**src/rtl/asm_frame_packer.sv**
```systemverilog
// Frames RS codewords: optional attached sync marker, payload length enforcement,
// pad to the output word width, and MSB-lane-first packing into AXI-Stream words.
module asm_frame_packer #(
    parameter int          ASM_BYTES   = 4,
    parameter logic [63:0] ASM_VALUE   = 64'h0000_0000_1ACF_FC1D,
    parameter int          PAYLOAD_LEN = 255,
    parameter int          OUT_BYTES   = 4,
    parameter logic [7:0]  PAD_BYTE    = 8'h00
) (
    input  logic                   core_clk,
    input  logic                   rst,
    input  logic                   cfg_asm_en,
    input  logic [7:0]             s_axis_input_tdata,
    input  logic                   s_axis_input_tvalid,
    input  logic                   s_axis_input_tlast,
    output logic                   s_axis_input_tready,
    output logic [8*OUT_BYTES-1:0] m_axis_output_tdata,
    output logic                   m_axis_output_tvalid,
    output logic                   m_axis_output_tlast,
    input  logic                   m_axis_output_tready,
    output logic [15:0]            frame_cnt,
    output logic                   err_short,
    output logic                   err_long
);

    localparam int DCNT_W  = $clog2(PAYLOAD_LEN) + 1;
    localparam int LANE_W  = (OUT_BYTES > 1) ? $clog2(OUT_BYTES) : 1;
    localparam int WORD_W  = 8 * OUT_BYTES;
    localparam int P_ON_I  = (OUT_BYTES - ((ASM_BYTES + PAYLOAD_LEN) % OUT_BYTES)) % OUT_BYTES;
    localparam int P_OFF_I = (OUT_BYTES - (PAYLOAD_LEN % OUT_BYTES)) % OUT_BYTES;

    localparam logic [4:0]        P_ON      = 5'(P_ON_I);
    localparam logic [4:0]        P_OFF     = 5'(P_OFF_I);
    localparam logic [DCNT_W-1:0] DATA_LAST = DCNT_W'(PAYLOAD_LEN - 1);
    localparam logic [3:0]        ASM_LAST  = 4'(ASM_BYTES - 1);
    localparam logic [LANE_W-1:0] LANE_LAST = LANE_W'(OUT_BYTES - 1);

    typedef enum logic [2:0] {
        S_IDLE,
        S_ASM,
        S_DATA,
        S_FILL,
        S_PAD
    } state_t;

    state_t              state;
    logic                asm_en_q;
    logic [3:0]          asm_cnt;
    logic [DCNT_W-1:0]   data_cnt;
    logic [4:0]          pad_cnt;
    logic [LANE_W-1:0]   lane;
    logic [WORD_W-1:0]   asm_word_p0;

    logic                slot_ok;
    logic [4:0]          p_cur;
    logic                payload_last;
    logic                pad_last;
    state_t              post_state;
    logic                byte_vld_p0;
    logic [7:0]          byte_dat_p0;
    logic                byte_end_p0;
    logic [WORD_W-1:0]   word_next;

    // Marker bytes go out most significant byte first.
    function automatic logic [7:0] marker_byte(input logic [3:0] idx);
        logic [63:0] sh;
        sh = ASM_VALUE >> (8 * (ASM_BYTES - 1 - int'(idx)));
        return sh[7:0];
    endfunction

    // Byte slot: at most one byte per cycle; blocked only when it would complete
    // a word while the previous word is still stalled in the output register.
    always_comb begin
        slot_ok      = !(lane == LANE_LAST && m_axis_output_tvalid && !m_axis_output_tready);
        p_cur        = asm_en_q ? P_ON : P_OFF;
        payload_last = (data_cnt == DATA_LAST);
        pad_last     = (pad_cnt == p_cur - 5'd1);
        post_state   = (p_cur != 5'd0) ? S_PAD : S_IDLE;

        s_axis_input_tready = (state == S_DATA) && slot_ok;

        byte_vld_p0 = 1'b0;
        byte_dat_p0 = PAD_BYTE;
        byte_end_p0 = 1'b0;
        case (state)
            S_ASM: begin
                byte_vld_p0 = slot_ok;
                byte_dat_p0 = marker_byte(asm_cnt);
            end
            S_DATA: begin
                byte_vld_p0 = s_axis_input_tvalid && s_axis_input_tready;
                byte_dat_p0 = s_axis_input_tdata;
                byte_end_p0 = payload_last && (p_cur == 5'd0);
            end
            S_FILL: begin
                byte_vld_p0 = slot_ok;
                byte_end_p0 = payload_last && (p_cur == 5'd0);
            end
            S_PAD: begin
                byte_vld_p0 = slot_ok;
                byte_end_p0 = pad_last;
            end
            default: begin
                byte_vld_p0 = 1'b0;
            end
        endcase

        word_next = (asm_word_p0 << 8) | WORD_W'(byte_dat_p0);
    end

    always_ff @(posedge core_clk or posedge rst) begin
        if (rst) begin
            state     <= S_IDLE;
            asm_en_q  <= 1'b0;
            asm_cnt   <= '0;
            data_cnt  <= '0;
            pad_cnt   <= '0;
            err_short <= 1'b0;
            err_long  <= 1'b0;
        end else begin
            err_short <= 1'b0;
            err_long  <= 1'b0;
            case (state)
                S_IDLE: begin
                    if (s_axis_input_tvalid) begin
                        asm_en_q <= cfg_asm_en;
                        state    <= cfg_asm_en ? S_ASM : S_DATA;
                    end
                end
                S_ASM: begin
                    if (byte_vld_p0) begin
                        if (asm_cnt == ASM_LAST) begin
                            asm_cnt <= '0;
                            state   <= S_DATA;
                        end else begin
                            asm_cnt <= asm_cnt + 4'd1;
                        end
                    end
                end
                S_DATA: begin
                    if (byte_vld_p0) begin
                        if (payload_last) begin
                            data_cnt <= '0;
                            err_long <= !s_axis_input_tlast;
                            state    <= post_state;
                        end else begin
                            data_cnt <= data_cnt + DCNT_W'(1);
                            if (s_axis_input_tlast) begin
                                err_short <= 1'b1;
                                state     <= S_FILL;
                            end
                        end
                    end
                end
                S_FILL: begin
                    if (byte_vld_p0) begin
                        if (payload_last) begin
                            data_cnt <= '0;
                            state    <= post_state;
                        end else begin
                            data_cnt <= data_cnt + DCNT_W'(1);
                        end
                    end
                end
                S_PAD: begin
                    if (byte_vld_p0) begin
                        if (pad_last) begin
                            pad_cnt <= '0;
                            state   <= S_IDLE;
                        end else begin
                            pad_cnt <= pad_cnt + 5'd1;
                        end
                    end
                end
                default: state <= S_IDLE;
            endcase
        end
    end

    // Stage p0 -> output: assemble bytes by lane, hand the word over on the last lane.
    always_ff @(posedge core_clk or posedge rst) begin
        if (rst) begin
            lane                 <= '0;
            asm_word_p0          <= '0;
            m_axis_output_tdata  <= '0;
            m_axis_output_tvalid <= 1'b0;
            m_axis_output_tlast  <= 1'b0;
            frame_cnt            <= '0;
        end else begin
            if (m_axis_output_tvalid && m_axis_output_tready) begin
                m_axis_output_tvalid <= 1'b0;
                if (m_axis_output_tlast) begin
                    frame_cnt <= frame_cnt + 16'd1;
                end
            end
            if (byte_vld_p0) begin
                asm_word_p0 <= word_next;
                if (lane == LANE_LAST) begin
                    lane                 <= '0;
                    m_axis_output_tdata  <= word_next;
                    m_axis_output_tvalid <= 1'b1;
                    m_axis_output_tlast  <= byte_end_p0;
                end else begin
                    lane <= lane + LANE_W'(1);
                end
            end
        end
    end

endmodule

```
**config.mk**
```make
export PLATFORM = sky130hd
export DESIGN_NAME = asm_frame_packer
export DESIGN_NICKNAME = d
export VERILOG_FILES = /design/src/rtl/asm_frame_packer.sv
export SDC_FILE = /design/constraint.sdc
export NUM_CORES = 1
export LEC_CHECK = 0
export CAP_MARGIN = 20
export CORE_UTILIZATION = 50
export CTS_BUF_LIST = sky130_fd_sc_hd__clkbuf_8
export CTS_CLUSTER_SIZE = 14
export DETAILED_ROUTE_END_ITERATION = 16
export GPL_TIMING_DRIVEN = 0
export PLACE_DENSITY_LB_ADDON = 0.1
export SLEW_MARGIN = 20
export SYNTH_ARGS = -nofsm -noshare
export SYNTH_HDL_FRONTEND = slang
export SYNTH_SLANG_ARGS = --single-unit
```
**constraint.sdc**
```tcl
create_clock -name core_clk -period 2.86 [get_ports core_clk]
set_input_delay 0.429 -clock core_clk [delete_from_list [all_inputs] [get_ports core_clk]]
set_output_delay 0.429 -clock core_clk [all_outputs]
set_load 0.05 [all_outputs]
```
== Yosys cells after proc, flatten, opt, wreduce, memory -nomap -nowiden ==
Cells that the tools add are included.

* $lt $le $gt $ge: 0
* Mux-type cells: 29
* Reductions and logical operators: 18
* Shifts and indexed selects: 1
* Divide/modulo/power cells: 0
* Add/subtract/negate cells: 6
* Bitwise operators: 1
* Equality and inequality tests: 16
* Multiply operators: 0

{| class="wikitable"
|+ Operators with widths
! operator !! count
|-
| 32-bit by 8-bit OR with 32-bit output || 1
|-
| 29-bit by 32-bit >> shifter with 8-bit output, first input constant || 1
|-
| 3-bit two-way mux || 10
|-
| 16-bit by 1-bit adder with 16-bit output, second input constant || 1
|-
| 2-bit inequality test, second input constant || 8
|-
| 8-bit one-hot mux with 2 select lines || 1
|-
| 3-bit one-hot mux with 5 select lines || 1
|-
| 1-bit two-way mux || 11
|-
| 2-bit AND reduction || 5
|-
| 9-bit by 1-bit adder with 9-bit output, second input constant || 1
|-
| 9-bit by 8-bit equality test with 1-bit output, second input constant || 1
|-
| 9-bit two-way mux || 1
|-
| 9-bit AND reduction || 1
|-
| 3-bit by 2-bit equality test with 1-bit output, second input constant || 2
|-
| 5-bit by 1-bit adder with 5-bit output, second input constant || 1
|-
| 1-bit logical AND || 5
|-
| 5-bit logical NOT || 1
|-
| 5-bit two-way mux || 1
|-
| 2-bit by 4-bit subtractor with 5-bit output, first input constant || 1
|-
| 4-bit by 1-bit adder with 4-bit output, second input constant || 1
|-
| 4-bit by 2-bit equality test with 1-bit output, second input constant || 1
|-
| 2-bit two-way mux || 2
|-
| 4-bit two-way mux || 1
|-
| 3-bit by 1-bit equality test with 1-bit output, second input constant || 1
|-
| other kinds (9) || 11
|}

* Output and inout port bits: 53
* Bits in latches: 0
* Word-level logic and storage cells: 83
* Input bits: 14
* Memory bits (writable): 0
* Memories kept: 0
* Bits in registers: 99
* Memory bits (read-only): 0

== Logic depth before layout (Yosys ltp) ==
Gate-level depths: netlist of run 1.

* Word-level depth: 9
* Mapped depth: 7
* Gate-level depth less buffers: 6

== Least setup slack after synthesis of run 1 ==
No wires, ideal clock.

* Path kind: reg-to-reg
* From: register m_axis_output_tvalid
* To: register asm_word_p0[10]
* Path buffers: 2
* Arrival: 1,809 ps
* Setup slack: 926 ps
* Required time: 2,735 ps
* Library setup time: 125 ps
* Period minus slack after synthesis: 1,934 ps
* Stages on the path, launching flop included: 6
* Cells stage by stage: dfrtp_1 -> nand3b_1 -> buf_2 -> nand3_1 -> buf_2 -> mux2_2

* Cells in the longest elaborated chain, start to end: 6

{| class="wikitable"
|+ Ends and longest elaborated chain
! what !! RTL line !! source
|-
| start, declared || 18 || <nowiki>output logic m_axis_output_tvalid,</nowiki>
|-
| start signal, assigned || 186 || <nowiki>m_axis_output_tvalid <= 1'b0;</nowiki>
|-
| start signal, assigned || 191 || <nowiki>m_axis_output_tvalid <= 1'b0;</nowiki>
|-
| start signal, assigned || 201 || <nowiki>m_axis_output_tvalid <= 1'b1;</nowiki>
|-
| 1-bit logical AND (*) (2 in a row) || 74 || <nowiki>slot_ok = !(lane == LANE_LAST && m_axis_output_tvalid && !m_axis_output_tready);</nowiki>
|-
| 1-bit logical NOT (*) || 74 ||
|-
| 1-bit logical AND || 80 || <nowiki>s_axis_input_tready = (state == S_DATA) && slot_ok;</nowiki>
|-
| 1-bit logical AND || 91 || <nowiki>byte_vld_p0 = s_axis_input_tvalid && s_axis_input_tready;</nowiki>
|-
| 1-bit one-hot mux with 2 select lines (*) || 85 || <nowiki>case (state)</nowiki>
|-
| end signal, assigned || 197 || <nowiki>asm_word_p0 <= word_next;</nowiki>
|-
| end, declared || 52 || <nowiki>logic [WORD_W-1:0] asm_word_p0;</nowiki>
|}

Every way passes the cells marked *; elsewhere a longest branch is shown, timed or not.
A chain may end at the register's enable or synchronous reset.

== Final worst setup path of run 1 ==
* From: register lane[0]
* To: output s_axis_input_tready

* Cells in the longest elaborated chain, start to end: 5

{| class="wikitable"
|+ Ends and longest elaborated chain
! what !! RTL line !! source
|-
| start, declared || 51 || <nowiki>logic [LANE_W-1:0] lane;</nowiki>
|-
| start signal, assigned || 204 || <nowiki>lane <= lane + LANE_W'(1);</nowiki>
|-
| 2-bit equality test || 74 ||
|-
| 1-bit logical AND (2 in a row) || 74 ||
|-
| 1-bit logical NOT || 74 ||
|-
| 1-bit logical AND || 80 ||
|-
| end, declared || 16 || <nowiki>output logic s_axis_input_tready,</nowiki>
|}

Every way passes these cells.

==> results by stage, run 1 <==
Routing:
- The via density per instance is 5.55.
- After detailed routing, the average wire length per cell comes to 15.5 um.
- Wires add up to 8.58 mm.
- The detail route stage leaves a number of antenna-violating nets equal to 0.
- For this block, the via count after detailed routing is 3082.
- The number of DRC markers after the initial detailed-route iteration is 112.
- The DRC violation count after routing is 0.
- The detailed-router iteration count before antenna repair is 4.

Critical path:
- In this run the critical register-to-register path is captured at asm_word_p0[13]$_DFFE_PP0N_.
- The kind of start point of the critical path is a flip-flop.
- The longest individual stage delay on the worst path is 0.41 ns.
- Tracing the worst setup path back leads to its startpoint at lane[0]$_DFFE_PP0N_.
- The maximum fanout count along the critical path is 10.
- At the worst endpoint, the arrival time is 2.02 ns.
- In this run the worst setup path terminates at s_axis_input_tready.
- For the worst flop-to-flop path, the logic depth is 6.
- At the worst endpoint, the required time is 2.43 ns.
- The worst reg-to-reg setup slack is 0.68 ns.
- The master of the slowest instance on the critical path is sky130_fd_sc_hd__dfrtp_1.
- The worst setup path is of the flip-flop to output port kind.
- The element type at the critical path end is an output port.
- The signal on the critical path passes through ha_1, nand3b_1, buf_2, and2_1, dlymetal6s2s_1.
- The startpoint of the worst-slack reg-to-reg timing path is lane[0]$_DFFE_PP0N_.

Global routing:
- The initial antenna violation count is 0.
- The first global-routing pass estimated 14.5 mm of wire.
- Global routing finished with a remaining overflow of 0.
- The overall routing resource usage is 0.208.
- Entering global routing, the biggest net connects 35 pins.
- The via count of the first global-routing pass was 2945.

Yosys:
- The count of flip-flops with a built-in enable after synthesis is 0.
- The proportion of synthesized chip area in sequential cells is 0.560.
- For this run, the number of Yosys warnings is 0.
- The mapped cell area is 4430 um^2.
- The synthesized design contains 99 register bits.
- Averaged over all synthesized cells, the footprint is 12.1 um^2.
- The flip-flop cell with the highest count after synthesis is sky130_fd_sc_hd__dfrtp_1.
- In this run, distinct cell masters in the synthesized netlist total 57.
- In the synthesized netlist the async set-or-reset flop fraction comes to 1.00.
- When the netlist entered floorplanning its net count stood at 386.
- The post-synthesis instance total is 365.

Cells and area:
- Once layout is complete, the utilization of the core stands at 0.657.
- The post-route standard cell area excluding fillers is 5510 um^2.
- The share of cells above drive strength 1 is 0.189.
- The number of antenna diodes in the final layout is 0.
- Relative to the synthesized area, the layout overhead comes to 24.5%.
- The net count of the finished layout is 466.

CTS:
- The worst-case clock buffer depth is 2.
- The number of buffers inserted by hold repair at cts is 0.
- Clock tree synthesis selected as its root buffer the cell sky130_fd_sc_hd__clkbuf_8.
- The clock net in this run drives a total of 99 sinks.
- The clock buffer count from CTS is 9.
- For the worst-skew pair, the clock arrives at the later sink with an insertion delay of 0.36 ns.
- The TritonCTS clock tree is built.
- The clock-pin slew on the worst setup and hold paths is 0.10 ns.
- The CTS H-tree depth is 3.

Timing:
- Adding up every negative setup slack in the final design gives 0 ns.
- The count of endpoints failing hold in the final timing report was 0.
- The worst hold margin is 0.361 ns.
- For this run, the top clock speed supported by timing is 409 MHz.
- In this run the tightest slew margin relative to its limit is 0.615.
- In the finished design, the share of the clock period the worst path needs comes to 0.855.
- Setup repair after global routing left no endpoint under its margin.
- The clock arrives with 0.0109 ns of skew.
- The final count of pins violating max slew came to 0.
- The worst-margin pin slew is 0.573 ns.
- Setup violations remaining at the end of the flow were counted as 0.
- The final critical delay including setup and external delays is 2.45 ns.

Power:
- Power spread over the standard cell area amounts to 1070 nW/um^2.
- The leakage power figure is 2.49 nW.
- The worst supply voltage drop on vdd is 0.000529 V.

Floorplan:
- The number of placement rows is 33.
- For this configuration, the core starts out at a cell density of 0.528.
- The height of the chip is 96.1 um.
- The area of the core region is 8380 um^2.
- The width of the die is 96.1 um.
- The floorplan step defined a die boundary enclosing 9230 um^2.
- The boundary pin count is 67.

Place:
- The total cell area at the placement stage is 5280 um^2.
- The number of port buffers is 66.
- The congestion estimate from routability-driven global placement came to 0.922.
- The estimated wirelength of the detail-placed design is 6.32 mm.

Job:
- The total of max-cap violations is 0.

Worst hold path:
- The worst min-delay path class is input pin to async pin.

Status:
- The run finished with clean final reports.
-- placed cells by master (no fill, tap or decap), types with 3 or more instances in the layout --
cell	instances
sky130_fd_sc_hd__buf_12	3
sky130_fd_sc_hd__clkdlybuf4s50_1	65
sky130_fd_sc_hd__xor2_1	6
sky130_fd_sc_hd__xnor2_1	14
sky130_fd_sc_hd__nand4_1	10
sky130_fd_sc_hd__a32o_1	3
sky130_fd_sc_hd__dfrtp_1	99
sky130_fd_sc_hd__nand2_1	29
sky130_fd_sc_hd__clkbuf_1	5
sky130_fd_sc_hd__nor2_1	12
sky130_fd_sc_hd__nor3_1	3
sky130_fd_sc_hd__a32oi_1	4
sky130_fd_sc_hd__mux2_1	6
sky130_fd_sc_hd__a21oi_1	6
sky130_fd_sc_hd__and3_1	7
sky130_fd_sc_hd__buf_2	7
sky130_fd_sc_hd__nand3_1	17
sky130_fd_sc_hd__inv_8	3
sky130_fd_sc_hd__o21ai_0	25
sky130_fd_sc_hd__inv_1	9
sky130_fd_sc_hd__clkbuf_8	14
sky130_fd_sc_hd__clkinvlp_4	3
sky130_fd_sc_hd__mux2_2	43
sky130_fd_sc_hd__ha_1	7
-- where the power goes --
part           internal, W  switching, W
Sequential         0.00184      0.000324
Clock             0.000430      0.000533
Combinational      0.00113       0.00164
-- state kept, by name, summed over array words and instances (netlist names) --
signal and cells:
asm_cnt 4, asm_word_p0 24, data_cnt 9, err_long 1, err_short 1, frame_cnt 16
lane 2, m_axis_output_tdata 32, m_axis_output_tlast 1, m_axis_output_tvalid 1, pad_cnt 5, state 3
-- layout make-up --
type | count | area [um^2]
Inverter | 10 | 41.3
Clock buffer | 9 | 124
Multi-Input combinational cell | 238 | 1790
Timing Repair Buffer | 69 | 723
Fill cell | 663 | 2870
Sequential cell | 99 | 2480
Clock inverter | 7 | 95.1
Tap cell | 105 | 131
Buffer | 18 | 130
-- cell usage after synthesis, types with 3 or more instances --
cell | instances | area share
sky130_fd_sc_hd__clkbuf_8 | 5 | 0.016
sky130_fd_sc_hd__mux2_2 | 43 | 0.11
sky130_fd_sc_hd__mux2_1 | 6 | 0.015
sky130_fd_sc_hd__ha_1 | 7 | 0.020
sky130_fd_sc_hd__nor2_1 | 12 | 0.010
sky130_fd_sc_hd__inv_1 | 10 | 0.0085
sky130_fd_sc_hd__a32o_1 | 3 | 0.0068
sky130_fd_sc_hd__nand3_1 | 17 | 0.019
sky130_fd_sc_hd__a21oi_1 | 6 | 0.0068
sky130_fd_sc_hd__nand2_1 | 29 | 0.025
sky130_fd_sc_hd__o21ai_0 | 25 | 0.028
sky130_fd_sc_hd__and3_1 | 7 | 0.0099
sky130_fd_sc_hd__buf_2 | 7 | 0.0079
sky130_fd_sc_hd__xor2_1 | 6 | 0.012
sky130_fd_sc_hd__nand4_1 | 10 | 0.014
sky130_fd_sc_hd__a32oi_1 | 4 | 0.0079
sky130_fd_sc_hd__dfrtp_1 | 99 | 0.56
sky130_fd_sc_hd__clkbuf_1 | 5 | 0.0042
sky130_fd_sc_hd__nor3_1 | 3 | 0.0034
sky130_fd_sc_hd__xnor2_1 | 14 | 0.028
-- cell families after synthesis --
kind of cell    Yosys count  synth area share
buf+inv                  28            0.0379
simple gates            103             0.130
compound gates           58            0.0862
fa+ha+maj                 7            0.0198
xor+xnor                 20            0.0396
flops                    99             0.560
mux                      50             0.127
-- worst max-delay path, delay by kind of cell (launching register included) --
kind	cells	cell delay [ns]
adders and majority gates	1	0.25
buffers and inverters	2	0.66
DFF	1	0.41
and+or+nand+nor	2	0.33
-- metrics by stage --
stage               std cells  setup slack, ns  total power, W
finish                    555            0.414         0.00590
global route              555            0.314         0.00627
CTS                       555          0.00573         0.00596
detailed placement        539           0.0724         0.00497
global placement          536           0.0802         0.00488
floorplan                 365            0.926         0.00414
-- routing by layer --
metal	vias up	GRT usage	routed length, um
met5	-	0	0
met4	0	0.0709	109
met3	9	0.0340	323
met2	68	0.330	4150
met1	1534	0.290	4000
li1	1471	-	-
-- how the worst min path moves through the flow --
| stage | startpoint | endpoint | cells after the start | slack [ns] |
|---|---|---|---|---|
| final | rst | frame_cnt[14]$_DFFE_PP0P_ | 2 | 0.36 |
| after global routing | rst | frame_cnt[9]$_DFFE_PP0P_ | 2 | 0.38 |
| after CTS | rst | frame_cnt[14]$_DFFE_PP0P_ | 2 | 0.36 |
| after detailed placement | frame_cnt[15]$_DFFE_PP0P_ | frame_cnt[15]$_DFFE_PP0P_ | 1 | 0.46 |
| after global placement | frame_cnt[15]$_DFFE_PP0P_ | frame_cnt[15]$_DFFE_PP0P_ | 1 | 0.46 |
| after floorplan | data_cnt[6]$_DFFE_PP0P_ | data_cnt[6]$_DFFE_PP0P_ | 1 | 0.45 |
-- timing repair --
item | CTS | global route
setup buffers | 0 | 0
cloned | 0 | 0
endpoints found under the setup margin | 1 | 1
pin swaps | 0 | 0
resized for setup | 1 | 1
Note: power is estimated with default switching activity, not from simulation.
==> run 2, diff against run 1 <==
Settings changed: PLACE_DENSITY set to 0.83, PLACE_DENSITY_LB_ADDON 0.1 to not set.
==> run 2 against run 1 <==
Net effect: count of clock-buffer cells in the layout did not move; maximum frequency fell by 5.2%; utilization fell by 0.54 points; hold slack improved by 0.041 ns; sequential share of layout area rose by 0.37 points; non-clock buffer count did not move; final cell count did not move; final area fell by 0.82%; largest power group unchanged.
==> results by stage, run 2 (synthesized netlist as in run 1, its figures left out) <==
Status:
- The flow ran to the end, and the final reports show no timing, DRC or antenna violations.

Global routing:
- The via count of the first global-routing pass is 2985.
- The overall routing resource usage is 0.215.
- The initial antenna violation count came to 0.
- The pin count of the biggest net entering global routing is 36.
- Summed over all layers, the global routing overflow is 0.
- The first global-routing pass estimated 14.8 mm of wire.

CTS:
- At the later pin of the worst-skew pair, clock insertion delay measures 0.36 ns.
- Hold repair after CTS inserted 0 buffers.
- The H-tree generated during clock tree synthesis spans 3 levels.
- The clock-pin slew on the worst setup and hold paths is 0.10 ns.
- The number of post-CTS setup repair buffers is 0.
- The longest clock path from root to sink contains 2 buffers.
- The sink count of the clock tree is 99.
- Gates resized during post-CTS repair numbered 1.
- The clock tree root driver cell is sky130_fd_sc_hd__clkbuf_8.
- The TritonCTS clock tree is built.
- Counting the buffers created by CTS gives 9.

Routing:
- The average wire per standard cell is 16.2 um.
- The routed length on met2 is 4.54 mm.
- After detailed routing, the number of remaining DRC violations is 0.
- The aggregate routed wire length is 8.99 mm.
- The number of antenna-violating nets in the routed design is 0.
- After detailed routing, the wire length on met1 is 4.01 mm.
- For this block, the via count after detailed routing is 3126.
- The detailed-router iteration count before antenna repair is 4.
- In this run, the number of DRC markers left after iteration 0 of detailed routing was 149.
- The highest metal layer with signal wires is met4.
- The via density per instance is 5.63.
- The amount of wire on met3 after detailed routing is 306 um.

Timing:
- The count of endpoints failing hold in the final timing report is 0.
- The worst hold margin is 0.402 ns.
- For this run, the top clock speed supported by timing is 388 MHz.
- Summed over all failing endpoints, the final setup total negative slack is 0 ns.
- Setup violations remaining at the end of the flow were counted as 0.
- The final count of pins violating max slew came to 0.
- Setup repair after global routing left no endpoint under its margin.
- For the pin with the worst max-slew slack, the measured transition is 0.639 ns.
- Between clock sinks in the finished design, the worst skew comes to 0.00918 ns.
- Measured against its own limit, the worst slew margin works out to 0.570.
- Subtracting the final worst setup slack from the clock period gives 2.58 ns.
- The post-route clock period utilization is 0.902.

Floorplan:
- The total die area is 9230 um^2.
- The number of placement rows is 33.
- The height of the chip is 96.1 um.
- The width of the die is 96.1 um.
- The total area inside the core boundary comes to 8380 um^2.
- The starting utilization of the core area is 0.528.
- The boundary pin count is 67.

Critical path:
- The critical path class is flip-flop to output port.
- At the worst endpoint, the required time is 2.43 ns.
- The worst setup path is captured at an output port.
- Data on the critical path arrives at its endpoint at 2.15 ns.
- Of all nets on the critical path, the largest fanout is 10.
- The kind of start point of the critical path is a flip-flop.

Cells and area:
- The share of cells above drive strength 1 is 0.187.
- The number of flip-flops in the largest register is 32.
- The number of fill cells in the layout is 641.
- The antenna diode count is 0.
- Ranked by flip-flop count, first place goes to m_axis_output_tdata.
- Leaving out fill and tap cells, the most frequent cells in the layout are 99 x sky130_fd_sc_hd__dfrtp_1, 65 x sky130_fd_sc_hd__clkdlybuf4s50_1, 43 x sky130_fd_sc_hd__mux2_2, 29 x sky130_fd_sc_hd__nand2_1, 25 x sky130_fd_sc_hd__o21ai_0.
- The post-route standard cell area excluding fillers is 5470 um^2.
- The largest registers in the layout are m_axis_output_tdata x32, asm_word_p0 x24, frame_cnt x16.
- The number of nets in the finished design is 466.
- The library cell used most frequently in the layout, excluding fill and tap cells, is sky130_fd_sc_hd__dfrtp_1.
- Compared with the post-synthesis result, the final layout area differs by 23.5%.

Power:
- The worst supply voltage drop on vdd is 0.000678 V.
- Power comes to 0.00578 W.
- In this run the static leakage power is 2.47 nW.
- In this run the power density over the cells is 1060 nW/um^2.

Worst hold path:
- The worst min-delay path class is input pin to async pin.

Job:
- The total of max-cap violations is 0.

Place:
- The total cell area at the placement stage is 5290 um^2.
- The number of port buffers is 66.
- Routability-driven placement finished with a final weighted congestion of 0.954.
- The HPWL after detailed placement is 6.58 mm.
==> run 2: cell count changes in the layout (fill, tap and decap cells not counted), sizes merged <==
cell | previous run | this run
bufinv | 1 | 0
clkinv | 1 | 2
dlygate4sd2 | 0 | 1
dlymetal6s2s | 1 | 0
==> run 2: power breakdown <==
group,internal (W),total (W),switching (W)
clock,0.000322,0.000808,0.000486
sequential,0.00184,0.00217,0.000331
combinational,0.00113,0.00280,0.00167
total,0.00329,0.00578,0.00248
==> run 2: cell type report <==
class / instances / area, um^2 / share of cell area
flip-flops and latches: 99 / 2480 / 0.453
multi-input cells: 238 / 1780 / 0.326
plain buffers: 18 / 130 / 0.0238
clock buffers: 9 / 124 / 0.0227
clock inverters: 7 / 52.6 / 0.00962
well taps: 105 / 131 / 0.0240
repair buffers: 69 / 727 / 0.133
inverters: 10 / 41.3 / 0.00755
==> run 2: worst paths after layout <==
kind                                                            to  slack [ns]                       from  cells past startpoint
worst max-delay path                           s_axis_input_tready        0.28       state[1]$_DFFE_PP0P_                      4
worst min-delay path                     frame_cnt[13]$_DFFE_PP0P_        0.40                        rst                      2
worst max register to register                 lane[1]$_DFFE_PP0N_        0.66        lane[0]$_DFFE_PP0N_                      6
worst min register to register           frame_cnt[15]$_DFFE_PP0P_        0.48  frame_cnt[15]$_DFFE_PP0P_                      1
max in group asynchronous       m_axis_output_tdata[2]$_DFFE_PP0P_        1.55                        rst                      5
min in group core_clk                    frame_cnt[15]$_DFFE_PP0P_        0.48  frame_cnt[15]$_DFFE_PP0P_                      1
==> run 2: worst max-delay path, cell delays in order (launching register included) <==
cell	delay, ns
sky130_fd_sc_hd__dfrtp_1	0.42
sky130_fd_sc_hd__clkbuf_8	0.20
sky130_fd_sc_hd__nor3b_2	0.44
sky130_fd_sc_hd__and2_1	0.20
sky130_fd_sc_hd__dlygate4sd2_1	0.53
==> run 2: routing by layer <==
metal,vias to the layer above,track usage
met3,14,0.0537
li1,1474,-
met1,1573,0.277
met4,0,0.0622
met5,-,0
met2,65,0.359
==> run 2: through the flow <==
step,instances,worst slack [ns],utilization
after floorplan,365,0.926,-
after global placement,536,0.0635,0.623
after detailed placement,539,0.0477,0.631
after CTS,555,0.258,0.652
after global routing,555,0.182,0.652
final,555,0.280,0.652
==> run 3, diff against run 2 <==
Settings changed: HOLD_SLACK_MARGIN set to 0.05, SETUP_SLACK_MARGIN set to 0.3.
==> run 3 against run 2 <==
Net effect: hold slack about the same; maximum frequency increased by 6.4%; die area is the same; utilization barely moved; critical path type unchanged; final cell count did not move; largest cell class unchanged; via count grew 1.6%; power about the same; combinational power is essentially flat; sequential share of layout area is essentially flat.
==> results by stage, run 3 (synthesized netlist as in run 1, its figures left out) <==
Floorplan:
- The area of the core region is 8380 um^2.
- The die covers 9230 um^2.
- In this run the count of I/O pins placed on the die edge is 67.
- In this run the horizontal extent of the chip is 96.1 um.
- The die is 96.1 um tall.
- The number of placement rows is 33.
- The initial utilization of the core area, before any placement, comes to 0.528.

CTS:
- The worst-case clock buffer depth is 2.
- The tree is rooted in a sky130_fd_sc_hd__clkbuf_8.
- Buffers inserted during clock tree synthesis total 9.
- The insertion delay of the later-clocked pin in the worst-skew pair is 0.36 ns.
- The TritonCTS clock tree is built.
- Once the clock tree was built, the setup fixing pass inserted 0 buffers.
- Clock-pin slew was measured on the worst setup and hold paths at 0.10 ns.
- In this run the number of H-tree levels came out at 3.
- Clock tree synthesis found a total of 99 sinks.
- In this run, post-CTS hold repair placed 0 buffers.

Cells and area:
- The number of nets in the finished design is 466.
- Leaving out fill and tap cells, the most frequent cell in the layout is sky130_fd_sc_hd__dfrtp_1.
- The finished layout holds 555 standard cells, fillers aside.
- The antenna diode count is 0.
- The share of cells above drive strength 1 is 0.189.
- The register with the most flip-flops in the layout has 32 of them.
- The end-of-flow core utilization is 0.652.
- Compared with the post-synthesis result, the final layout area differs by 23.5%.
- In the final layout, the registers with the most flip-flops are m_axis_output_tdata x32, asm_word_p0 x24, frame_cnt x16.
- The register containing the most flip-flops in the final layout is m_axis_output_tdata.
- The number of fill cells in the layout is 642.
- The top cell types in the final layout, fill and taps aside, are 99 x sky130_fd_sc_hd__dfrtp_1, 65 x sky130_fd_sc_hd__clkdlybuf4s50_1, 43 x sky130_fd_sc_hd__mux2_2, 29 x sky130_fd_sc_hd__nand2_1, 25 x sky130_fd_sc_hd__o21ai_0.

Timing:
- Setup repair after global routing left no endpoint under its margin.
- The final count of pins violating max slew is 0.
- The worst-margin pin slew is 0.639 ns.
- Setup violations remaining at the end of the flow were counted as 0.
- Between clock sinks in the finished design, the worst skew comes to 0.00962 ns.
- For the final routed database, the setup TNS stands at 0 ns.
- In the finished design, the share of the clock period the worst path needs comes to 0.848.
- The highest clock frequency the design can meet is 412 MHz.
- The final critical delay including setup and external delays is 2.42 ns.
- The tightest slew margin relative to the limit is 0.570.
- The count of endpoints failing hold in the final timing report is 0.

Status:
- The run finished with clean final reports.

Critical path:
- The master of the slowest instance on the critical path is sky130_fd_sc_hd__dfrtp_1.
- The worst register-to-register path has a setup slack of 0.66 ns.
- The critical path class is flip-flop to output port.
- In this run the critical register-to-register path is launched from lane[0]$_DFFE_PP0N_.
- The signal on the critical path passes through ha_1, nand3b_1, buf_2, and2_1, clkdlybuf4s15_2.
- The required time of the critical path is 2.43 ns.
- The count of cells along the worst register-to-register path is 6.
- The endpoint identified for the worst register-to-register timing path is lane[1]$_DFFE_PP0N_.
- For this run, the slowest stage of the critical path takes 0.41 ns.
- The kind of start point of the critical path is a flip-flop.
- The worst path arrival time is 2.00 ns.
- The total buffers and inverters traversed by the critical path is 2.
- The worst setup path is captured at an output port.
- The maximum fanout count along the critical path is 10.
- Among cell families on the critical path, the largest total delay comes from buffers and inverters.

Power:
- The leakage power figure is 2.46 nW.
- The total power density per cell area is 1060 nW/um^2.
- The worst supply voltage drop on vdd is 0.000679 V.

Routing:
- After detailed routing, the number of remaining DRC violations is 0.
- Wires add up to 8.98 mm.
- For this block, the initial DRC count from the detailed router was 137.
- The number of antenna-violating nets in the routed design is 0.
- For this block, the via count after detailed routing is 3177.
- After detailed routing, the number of vias per cell comes to 5.72.
- After detailed routing, the average wire length per cell comes to 16.2 um.
- The pre-antenna-repair detailed-routing pass consisted of 6 iterations.

Global routing:
- The initial antenna violation count is 0.
- The first global-routing pass estimated 14.8 mm of wire.
- The via count of the first global-routing pass was 2985.
- The sum of overflow across all layers after global routing is 0.
- Entering global routing, the biggest net connects 36 pins.
- The overall routing resource usage is 0.215.

Place:
- After legalization and detailed placement, the total HPWL measured 6.58 mm.
- The congestion estimate from routability-driven global placement came to 0.954.
- The number of placed instances, taps included, is 539.
- In this run the tool buffered the top-level ports with 66 buffer cells.

Job:
- Across the run, the number of max-cap violations was 0.

Worst hold path:
- The path class of the tightest hold or removal check is input pin to async pin.
[run 3: power by group]
| group | switching [W] | internal (W) |
|---|---|---|
| combinational | 0.00167 | 0.00113 |
| sequential | 0.000330 | 0.00184 |
| clock | 0.000483 | 0.000322 |
[run 3: worst max path at each step]
stage / start / end / slack [ns] / cells after the start
4_1_cts: lane[0]$_DFFE_PP0N_ / s_axis_input_tready / 0.41 / 5
6_report: lane[0]$_DFFE_PP0N_ / s_axis_input_tready / 0.44 / 5
3_5_place_dp: m_axis_output_tready / s_axis_input_tready / 0.05 / 5
2_1_floorplan: m_axis_output_tvalid$_DFF_PP0_ / asm_word_p0[10]$_DFFE_PP0N_ / 0.93 / 5
3_3_place_gp: m_axis_output_tready / s_axis_input_tready / 0.06 / 5
5_1_grt: lane[0]$_DFFE_PP0N_ / s_axis_input_tready / 0.34 / 5
[run 3: what timing repair did]
action                     in CTS  in global routing
setup endpoints to repair       1                  0
gates resized for setup         3                  0
hold endpoints to repair        0                  0
[run 3: area by class of cell]
type / count / area, um^2 / share of cell area
plain buffers: 18 / 130 / 0.0238
multi-input cells: 238 / 1780 / 0.326
clock inverters: 7 / 52.6 / 0.00961
flip-flops and latches: 99 / 2480 / 0.453
well taps: 105 / 131 / 0.0240
inverters: 10 / 41.3 / 0.00755
clock buffers: 9 / 124 / 0.0227
repair buffers: 69 / 729 / 0.133
[run 3: metal layers]
layer	up-vias	GRT usage	routed length, um
met5	-	0	0
met4	0	0.0622	152
met3	14	0.0537	401
met2	98	0.360	4530
met1	1594	0.276	3900
li1	1471	-	-
[run 3: per-stage QoR]
stage / area (um^2) / setup slack (ns) / total power, W / hold WS [ns]
CTS: 5470 / 0.414 / 0.00581 / 0.405
global route: 5470 / 0.338 / 0.00612 / 0.437
floorplan: 4430 / 0.926 / 0.00414 / 0.449
detailed placement: 5290 / 0.0477 / 0.00498 / 0.475
finish: 5470 / 0.435 / 0.00577 / 0.402
global placement: 5220 / 0.0635 / 0.00485 / 0.459
==> edit: new RTL, settings of run 3 <==
Register the output `frame_cnt` once more; this adds one clock of latency there. The other outputs are not delayed to match.
--- a/src/rtl/asm_frame_packer.sv
+++ b/src/rtl/asm_frame_packer.sv
@@ -45,2 +45,4 @@
 
+    logic [15:0] frame_cnt_s0;
+
     state_t              state;
@@ -187,3 +189,3 @@
             m_axis_output_tlast  <= 1'b0;
-            frame_cnt            <= '0;
+            frame_cnt_s0         <= '0;
         end else begin
@@ -192,3 +194,3 @@
                 if (m_axis_output_tlast) begin
-                    frame_cnt <= frame_cnt + 16'd1;
+                    frame_cnt_s0 <= frame_cnt_s0 + 16'd1;
                 end
@@ -209,2 +211,6 @@
 
+    always_ff @(posedge core_clk) begin
+        frame_cnt <= frame_cnt_s0;
+    end
+
 endmodule
Behaviour: same outputs for any inputs over 10 cycles, from zero or initial values and one cycle with rst high; that may be too few to reach the edited logic, so the function may still have changed.
==> edit against run 3 <==
The flow now finishes with violations (DRC). Core utilization increased by 2.1 points. Total power grew 15%. Setup slack improved by 0.16 ns. First-iteration DRC count grew 39%. Sequential cell count rose by 16. Sequential share of layout area rose by 1.7 points. Sequential power grew 12%. Fmax is 7.2% higher. Combinational power is 8.6% lower. Cell area grew 8.9%. Synthesized area up 5.1%. Critical path type unchanged. Routed wire length increased by 6.0%. Hold slack got worse by 0.061 ns.
==> edit: results (changes against run 3) <==
* Clk slew on worst S/H paths at 0.07 ns (-0.03 ns)
* Post-CTS Setup Inserts at 0 (unchanged)
* Iter 0 DRT Violations at 191 (+39%)
* PortBufs at 66 (unchanged)
* GPL Wtd Cong at 0.850 (-11%)
* # setup viols final at 0 (unchanged)
* Cell family with most CP delay: flip-flops
* Multiplexer share of the synthesized area at 11.0% (-1.6 points)
* Worst Tran Pin Value at 0.581 ns (-0.0581 ns)
* Failing checks: DRC
* Slowest CP cell: dfrtp_1
* GRT Total Usage at 21.5% (-0.030 points)
* Synth top area cells: dfrtp_1, mux2_1, dfxtp_1
* First-pass GRT wire length at 15.9 mm (+7.3%)
* Fill cells at 649 (+1.1%)
* Pin count of the biggest net entering global routing at 35 (-2.8%)
* Post-synth top cells: dfrtp_1, nand2_1, mux2_1
* Max Clock Skew at 0.00643 ns (-0.00319 ns)
* Yosys warning count at 0 (unchanged)
* WL final at 9.52 mm (+6.0%)
* Syn nets at 399 (+3.4%)
* DRC errors left at 3 (+3)
* Post-DP HPWL at 6.53 mm (-0.77%)
* Status: finished with violations
* Final Net Count at 487 (+4.5%)
* Worst skew pair latency at 0.43 ns (+0.07 ns)
* Total CTS buffers at 17 (+8)
* VDD IR max at 0.000541 V (-20%)
* Post-synthesis compound-gate area fraction at 7.90% (-0.72 points)
* Initial antenna violation count at 0 (unchanged)
* Post-synthesis adder-cell area fraction at 1.88% (-0.097 points)
* Post-synth cell types at 51 (-11%)
* Vias per Instance at 5.44 (-5.0%)
* Site Rows at 34 (+3.0%)
* Share of cells above drive strength 1 at 15.7% (-3.2 points)
* Ant diodes at 0 (unchanged)
* Ys async rst share at 86.1% (-14 points)
* Synth Area in XOR/XNOR at 3.76% (-0.19 points)
* Root Driver: clkbuf_8
* Largest regs: m_axis_output_tdata: 32 flops, asm_word_p0: 24 flops
* Static Leak at 0.00271 µW (+10%)
* Number of global-route vias before repair at 3219 (+7.8%)
* H-tree level count at 4 (+1)
* Critical Path AT at 1.83 ns (-0.17 ns)
* Hold Path Class: input port to asynchronous set/reset pin
* Bufs on Longest Clock Path at 2 (unchanged)
* Ys flop type: dfrtp_1
* Critical path peak fanout at 5 (-5)
* DR pass1 iterations at 13 (+7)
* CP peak stage delay at 0.41 ns (about the same)
* Sequential share of the synthesized area at 60.1% (+4.1 points)
==> edit: worst paths after layout <==
path                             startpoint                       to  slack [ns]  cells past startpoint
setup / recovery                    lane[0]      s_axis_input_tready        0.60                      4
hold / removal                          rst  m_axis_output_tdata[19]        0.34                      2
setup reg to reg                    lane[0]              data_cnt[6]        0.83                      7
hold reg to reg            frame_cnt_s0[15]            frame_cnt[15]        0.40                      0
max in group asynchronous               rst              data_cnt[0]        1.84                      4
min in group core_clk      frame_cnt_s0[15]            frame_cnt[15]        0.40                      0
==> edit: report_power, final <==
| part | internal (µW) | leakage, µW | switching, µW |
|---|---|---|---|
| sequential | 2080 | 0.00142 | 364 |
| clock | 957 | 0.000215 | 698 |
| combinational | 965 | 0.00107 | 1600 |
| total | 4000 | 0.00271 | 2660 |
==> edit: cell type report <==
type | count | share of cell area [%]
multi-input cells | 240 | 29.3
repair buffers | 69 | 12.1
flip-flops and latches | 115 | 47.0
plain buffers | 13 | 1.24
well taps | 108 | 2.27
clock inverters | 15 | 3.45
clock buffers | 17 | 3.93
inverters | 10 | 0.693
==> edit: per-layer routing <==
metal	part of all wire [%]	vias to the layer above	GRT usage, %	routed length, µm
met2	51	88	36.0	4880
li1	-	1503	-	-
met1	42	1588	26.6	4030
met4	1.6	0	8.73	156
met3	4.8	14	5.74	453
met5	0	-	0	0
==> edit: kinds of logic (layout without fill, tap and decap cells) <==
logic type | after synthesis | count (layout)
buf+inv | 23 | 124
mux | 45 | 45
xor+xnor | 20 | 20
simple gates | 109 | 109
flops | 115 | 115
fa+ha+maj | 7 | 7
compound gates | 59 | 59
==> edit: what timing repair did <==
action	in CTS	in global routing
resized for setup	1	2
pin swaps	0	0
hold endpoints to repair	0	0
endpoints found under the setup margin	1	1
==> edit: through the flow <==
| stage | cells | hold slack, ns | cell area (µm²) | setup slack [ns] | total power (µW) |
|---|---|---|---|---|---|
| after CTS | 587 | 0.332 | 5960 | 0.339 | 6700 |
| after global routing | 587 | 0.357 | 5960 | 0.489 | 6990 |
| final | 587 | 0.342 | 5960 | 0.599 | 6660 |
| after global placement | 552 | 0.377 | 5450 | 0.308 | 4870 |
| after floorplan | 378 | 0.365 | 4660 | 0.901 | 4190 |
| after detailed placement | 555 | 0.389 | 5520 | 0.307 | 5010 |
==> edit: worst register-to-register path: stages (launching register included) <==
cell     delay [ns]
dfrtp_1        0.41
ha_1           0.31
and3b_1        0.27
or3_1          0.37
buf_2          0.19
nor3_1         0.26
a31oi_1        0.08
nand2_1        0.08
